[src/rtl/vram_arbiter_if.sv]
// Bus bundle between the video RAM arbiter, its CPU requester, the timing
// generator, the tile pipeline and the RAM macro.
interface vram_arbiter_if;
  logic [8:0]  hpos;
  logic [8:0]  vpos;
  logic        hblk;
  logic        vblk;
  // CPU handshake: the CPU holds cpu_req with cpu_we/cpu_addr/cpu_do stable.
  // cpu_wait is high while the request is pending. cpu_ack pulses for one
  // cycle with cpu_di valid. The CPU must then drop cpu_req before it starts
  // a new request.
  logic        cpu_req;
  logic        cpu_we;
  logic [11:0] cpu_addr;
  logic [7:0]  cpu_do;
  logic [7:0]  cpu_di;
  logic        cpu_ack;
  logic        cpu_wait;
  logic [11:0] ram_addr;
  logic        ram_we;
  logic [7:0]  ram_do;
  logic [7:0]  ram_di;
  logic [7:0]  tile_code;
  logic [7:0]  tile_attr;
  logic        tile_stb;

  modport slave (
    input  hpos, vpos, hblk, vblk, cpu_req, cpu_we, cpu_addr, cpu_do, ram_di,
    output cpu_di, cpu_ack, cpu_wait, ram_addr, ram_we, ram_do,
           tile_code, tile_attr, tile_stb
  );

  modport master (
    output hpos, vpos, hblk, vblk, cpu_req, cpu_we, cpu_addr, cpu_do, ram_di,
    input  cpu_di, cpu_ack, cpu_wait, ram_addr, ram_we, ram_do,
           tile_code, tile_attr, tile_stb
  );
endinterface

[src/rtl/vram_arbiter.sv]
// Time-slot arbiter for the video RAM port. Slots 0-3 of every 8-pixel tile in
// the video window belong to the tile fetch, and all other cycles go to the CPU.
module vram_arbiter (
  input  logic             clk,
  input  logic             rst_n,
  vram_arbiter_if.slave    bus,
  output logic [1:0]       dbg_state
);

  typedef enum logic [1:0] {
    IDLE = 2'd0,
    DATA = 2'd1,
    HOLD = 2'd2
  } cpu_state_t;

  cpu_state_t  state;
  cpu_state_t  state_next;
  logic [2:0]  slot;
  logic [5:0]  col;
  logic        vw;
  logic        video_own;
  logic        grant;
  logic [7:0]  code_pre;
  logic [7:0]  attr_pre;
  logic        vpos_unused;

  assign slot        = bus.hpos[2:0];
  // Fetch targets the next column, so the last column wraps to column 0.
  assign col         = bus.hpos[8:3] + 6'd1;
  assign vw          = ~bus.vblk & (~bus.hblk | (bus.hpos[8:3] == 6'd63));
  assign video_own   = vw & ~slot[2];
  assign dbg_state   = state;
  assign vpos_unused = ^{bus.vpos[8], bus.vpos[2:0]};

  always_ff @(posedge clk or negedge rst_n) begin
    if (!rst_n) state <= IDLE;
    else        state <= state_next;
  end

  always_comb begin
    state_next   = state;
    grant        = 1'b0;
    bus.ram_addr = 12'h000;
    bus.ram_we   = 1'b0;
    bus.ram_do   = 8'h00;
    bus.cpu_wait = bus.cpu_req & (state != HOLD);
    case (state)
      IDLE: begin
        // rst_n gates the grant so a held request cannot reach the RAM in reset.
        if (bus.cpu_req && !video_own && rst_n) begin
          grant      = 1'b1;
          state_next = DATA;
        end
      end
      DATA:    state_next = HOLD;
      HOLD:    if (!bus.cpu_req) state_next = IDLE;
      default: state_next = IDLE;
    endcase
    if (grant) begin
      bus.ram_addr = bus.cpu_addr;
      bus.ram_we   = bus.cpu_we;
      bus.ram_do   = bus.cpu_do;
    end else if (vw && slot == 3'd0) begin
      bus.ram_addr = {1'b0, bus.vpos[7:3], col};
    end else if (vw && slot == 3'd2) begin
      bus.ram_addr = {1'b1, bus.vpos[7:3], col};
    end
  end

  always_ff @(posedge clk or negedge rst_n) begin
    if (!rst_n) begin
      bus.cpu_ack   <= 1'b0;
      bus.cpu_di    <= 8'h00;
      code_pre      <= 8'h00;
      attr_pre      <= 8'h00;
      bus.tile_code <= 8'h00;
      bus.tile_attr <= 8'h00;
      bus.tile_stb  <= 1'b0;
    end else begin
      // Write data is also captured here, so writes return whatever the RAM
      // presents in the DATA cycle.
      bus.cpu_ack <= (state == DATA);
      if (state == DATA) bus.cpu_di <= bus.ram_di;
      if (vw && slot == 3'd1) code_pre <= bus.ram_di;
      if (vw && slot == 3'd3) attr_pre <= bus.ram_di;
      bus.tile_stb <= vw && (slot == 3'd7);
      if (vw && slot == 3'd7) begin
        bus.tile_code <= code_pre;
        bus.tile_attr <= attr_pre;
      end
    end
  end

endmodule
[src/flat_wrapper.sv]
// flat-port wrapper written by rule: the top's interface ports become plain ports
module vram_arbiter_flat 
  (clk, rst_n, dbg_state, bus_hpos, bus_vpos, bus_hblk, bus_vblk, bus_cpu_req, bus_cpu_we, bus_cpu_addr, bus_cpu_do, bus_ram_di, bus_cpu_di, bus_cpu_ack, bus_cpu_wait, bus_ram_addr, bus_ram_we, bus_ram_do, bus_tile_code, bus_tile_attr, bus_tile_stb);
  vram_arbiter_if bus_i ();
  input  logic clk;
  input  logic rst_n;
  output logic [1:0] dbg_state;
  input wire logic [$bits(bus_i.hpos)-1:0] bus_hpos;
  input wire logic [$bits(bus_i.vpos)-1:0] bus_vpos;
  input wire logic [$bits(bus_i.hblk)-1:0] bus_hblk;
  input wire logic [$bits(bus_i.vblk)-1:0] bus_vblk;
  input wire logic [$bits(bus_i.cpu_req)-1:0] bus_cpu_req;
  input wire logic [$bits(bus_i.cpu_we)-1:0] bus_cpu_we;
  input wire logic [$bits(bus_i.cpu_addr)-1:0] bus_cpu_addr;
  input wire logic [$bits(bus_i.cpu_do)-1:0] bus_cpu_do;
  input wire logic [$bits(bus_i.ram_di)-1:0] bus_ram_di;
  output wire logic [$bits(bus_i.cpu_di)-1:0] bus_cpu_di;
  output wire logic [$bits(bus_i.cpu_ack)-1:0] bus_cpu_ack;
  output wire logic [$bits(bus_i.cpu_wait)-1:0] bus_cpu_wait;
  output wire logic [$bits(bus_i.ram_addr)-1:0] bus_ram_addr;
  output wire logic [$bits(bus_i.ram_we)-1:0] bus_ram_we;
  output wire logic [$bits(bus_i.ram_do)-1:0] bus_ram_do;
  output wire logic [$bits(bus_i.tile_code)-1:0] bus_tile_code;
  output wire logic [$bits(bus_i.tile_attr)-1:0] bus_tile_attr;
  output wire logic [$bits(bus_i.tile_stb)-1:0] bus_tile_stb;
  assign bus_i.hpos = bus_hpos;
  assign bus_i.vpos = bus_vpos;
  assign bus_i.hblk = bus_hblk;
  assign bus_i.vblk = bus_vblk;
  assign bus_i.cpu_req = bus_cpu_req;
  assign bus_i.cpu_we = bus_cpu_we;
  assign bus_i.cpu_addr = bus_cpu_addr;
  assign bus_i.cpu_do = bus_cpu_do;
  assign bus_i.ram_di = bus_ram_di;
  assign bus_cpu_di = bus_i.cpu_di;
  assign bus_cpu_ack = bus_i.cpu_ack;
  assign bus_cpu_wait = bus_i.cpu_wait;
  assign bus_ram_addr = bus_i.ram_addr;
  assign bus_ram_we = bus_i.ram_we;
  assign bus_ram_do = bus_i.ram_do;
  assign bus_tile_code = bus_i.tile_code;
  assign bus_tile_attr = bus_i.tile_attr;
  assign bus_tile_stb = bus_i.tile_stb;
  vram_arbiter u_core (.clk(clk), .rst_n(rst_n), .bus(bus_i), .dbg_state(dbg_state));
endmodule
[config.mk]
export PLATFORM = sky130hd
export DESIGN_NAME = vram_arbiter_flat
export DESIGN_NICKNAME = d
export VERILOG_FILES = /design/src/rtl/vram_arbiter_if.sv /design/src/rtl/vram_arbiter.sv /design/src/flat_wrapper.sv
export SDC_FILE = /design/constraint.sdc
export NUM_CORES = 1
export LEC_CHECK = 0
export ABC_AREA = 0
export CORE_AREA = 5 5 75 90
export CTS_BUF_LIST = sky130_fd_sc_hd__clkbuf_8
export DETAILED_ROUTE_END_ITERATION = 16
export DIE_AREA = 0 0 80 95
export PLACE_DENSITY = 0.77
export SYNTH_ARGS = -nofsm -noshare
export SYNTH_HDL_FRONTEND = slang
export SYNTH_SLANG_ARGS = --single-unit
[constraint.sdc]
create_clock -name clk -period 2 [get_ports clk]
set_input_delay 0.4 -clock clk [delete_from_list [all_inputs] [get_ports clk]]
set_output_delay 0.4 -clock clk [all_outputs]
set_load 0.02 [all_outputs]
==> reports/qor.txt <==
Root Buffer: clkbuf_8
Detailed Routing Iterations Pass 1: 4
Synth-to-Final Area Change: 75.0%
CTS tree: yes
Final HPWL DP: 4000 um
Tmin final: 2010 ps
Max cap viols: 0
WL per Instance: 15.3 um
Die Height: 95 um
First-pass GRT wire length: 8690 um
Gr usage total: 15.0%
Post-synth EDFFs: 0
Total number of yosys warnings: 0
Arrival @ worst endpoint: 1610 ps
Max incr delay on CP: 230 ps
Placer Congestion: 0.841
Buf/Inv on CP: 4
Setup-failing EPs final: 4
Detailed Route WL: 5450 um
Share of layout cells above drive strength 1: 41.4%
Register area: 1100 sq um
FP Rows: 31
Least-Margin Pin Slew: 550 ps
WL met1: 1930 um
Syn nets: 195
Met3 routed WL: 637 um
Crit path top cell by count: buf_6
Worst relative slew slack: 63.4%
Fin area: 3430 sq um
CTS Buf Count: 5
Worst-path clk slew: 70 ps
Netlist cell types: 28
Fin nets: 326
Max Fclk: 498 MHz
Syn Area/Cell: 13.8 sq um
Tcrit/Tclk final: 100%
ANT cells: 0
DR iter-0 viols: 16
Synth top cells by count: dfrtp_1 (44), mux2_2 (31), a22o_1 (11), and2_1 (9), mux2_1 (9)
Met2 WL: 2840 um
Final Skew: 1.99 ps
Crit-path max FO: 4
CP startpoint kind: primary input
Asr flop ratio synth: 100%
Post-CTS Hold Buffers: 0
Synth top area share: 56.2%
Pins Over Slew Limit: 0
Synth top area cells: dfrtp_1 (56%), mux2_2 (18%), mux2_1 (5.2%)
Cells after Synth: 142
Vias/cell: 4.65
DP Worst Slack: -940 ps
Power Density: 823 nW/um^2
Max Used Layer: met4
Crit path max-delay cell type: nor4b_4
Pleak: 1.59 nW
Crit Path Class: in -> out
Largest net degree at the start of global routing: 45
Vias: 1,652
RSZ-0062 raised after global routing: yes
Fillers: 529
Core ar.: 5900 sq um
Initial antenna violation count: 0
Final Hold Viols: 0
Clock Path Buffers: 2
Worst Setup End Kind: primary output
Die Span X: 80 um
Worst path cell trace: buf_8 > ha_4 > nand3_4 > o21ai_4 > nor4b_4 > buf_4 > buf_6 > a22o_1 > buf_6
Hold Crit Class: in -> async
DRC viols: 0
Placed Instance Area: 3210 sq um
I/O pin cnt: 102
Vias in the first global route: 1,851
Status: complete, but fails checks
Most frequent cell after synthesis: dfrtp_1
Seq/Total Area, Yosys: 56.2%
Yosys top cell by area: dfrtp_1
Worst EP required: 1600 ps
Yosys reg bits: 44
Top_reg_cell synth: dfrtp_1
Die area: 7600 sq um
Initial Utilization: 33.2%
Gr ovfl total: 0
Clk_lat worst skew: 280 ps
CP top delay family: buffers and inverters
CTS Sinks: 44
Failing checks: negative setup slack
Port Buf Inserts: 97
H-tree levels: 2
Post-DRT Antenna Nets: 0
Post-Synthesis Cell Area: 1960 sq um
Multi-input logic area: 880 sq um
Setup WS post-layout: -9.60 ps
Maximum VDD drop: 0.294 mV
==> per-layer routing <==
layer	vias up	GRT usage, %
met4	0	5.49
met3	5	6.20
li1	769	-
met2	96	26.7
met5	-	0
met1	782	15.7
==> registers in the layout, summed over array words and instances, names as in the netlist <==
register / flops
u_core.attr_pre: 8
u_core.bus.cpu_di: 8
u_core.bus.tile_attr: 8
u_core.bus.tile_code: 8
u_core.code_pre: 8
u_core.dbg_state: 2
u_core.bus.cpu_ack: 1
u_core.bus.tile_stb: 1
==> path summary, 6_finish.rpt <==
kind / start / end / slack [ps] / cells past startpoint
min: rst_n / u_core.dbg_state[0] / 350 / 3
max: bus_hpos[4] / bus_ram_addr[5] / -10 / 9
max in group asynchronous: rst_n / u_core.bus.tile_code[5] / 1280 / 3
max reg2reg: u_core.dbg_state[0] / u_core.bus.cpu_di[3] / 600 / 4
min in group clk: u_core.bus.tile_attr[1] / u_core.bus.tile_attr[1] / 490 / 1
min reg2reg: u_core.bus.tile_attr[1] / u_core.bus.tile_attr[1] / 490 / 1
==> cell type report <==
cell class                      instances  share of cell area [%]
Clock inverter                          2                   0.255
Tap cell                               82                    2.99
Inverter                                4                   0.438
Sequential cell                        44                    32.1
Multi-Input combinational cell         88                    25.6
Clock buffer                            5                    2.01
Timing Repair Buffer                  130                    36.6
==> tightest hold or removal path, stage by stage <==
cell,delay [ps]
buf_2,120
buf_4,120
buf_4,450
==> layout by cell type, fill, tap and decap left out, types with 2 or more instances in the layout <==
cell             count
mux2_2              31
dlygate4sd2_1        6
clkbuf_8             5
mux2_1               9
clkdlybuf4s50_1     63
xnor2_1              2
buf_4               29
nand3_1              2
inv_1                5
buf_2                6
buf_12               3
nand2_1              3
and2_1               4
dfrtp_1             44
a22o_1              11
and2_4               5
buf_6               21
xor2_1               2
==> metrics by stage <==
step / setup TNS [ps] / hold slack, ps / power (mW) / utilization, % / cells
detailed placement: -28540 / 474 / 2.32 / 54.4 / 339
global placement: -25840 / 467 / 2.29 / 54.4 / 339
global route: -1120 / 390 / 3.00 / 58.2 / 355
floorplan: -94.8 / 104 / 1.72 / - / 142
CTS: 0 / 361 / 2.83 / 56.3 / 351
finish: -29.2 / 345 / 2.82 / 58.2 / 355
==> cell families after synthesis <==
logic type	Yosys count	share of synthesized area [%]
buffers and inverters	10	2.75
xor gates and xnor gates	4	1.79
and+or+nand+nor	27	8.49
AOI/OAI and AO/OA	16	7.15
muxes	40	23.0
adders and majority gates	1	0.638
DFF	44	56.2
==> report_power, final <==
part | switching [mW] | leakage, nW | internal, mW
clock network | 0.265 | 0.0452 | 0.232
registers | 0.107 | 0.550 | 1.12
logic | 0.477 | 0.991 | 0.619
==> what timing repair did <==
item	in CTS	in global routing
gates resized for setup	144	35
setup buffers	3	3
pin swaps	8	4
cloned	2	1
setup endpoints to repair	38	20
(Power assumes the default switching activity.)
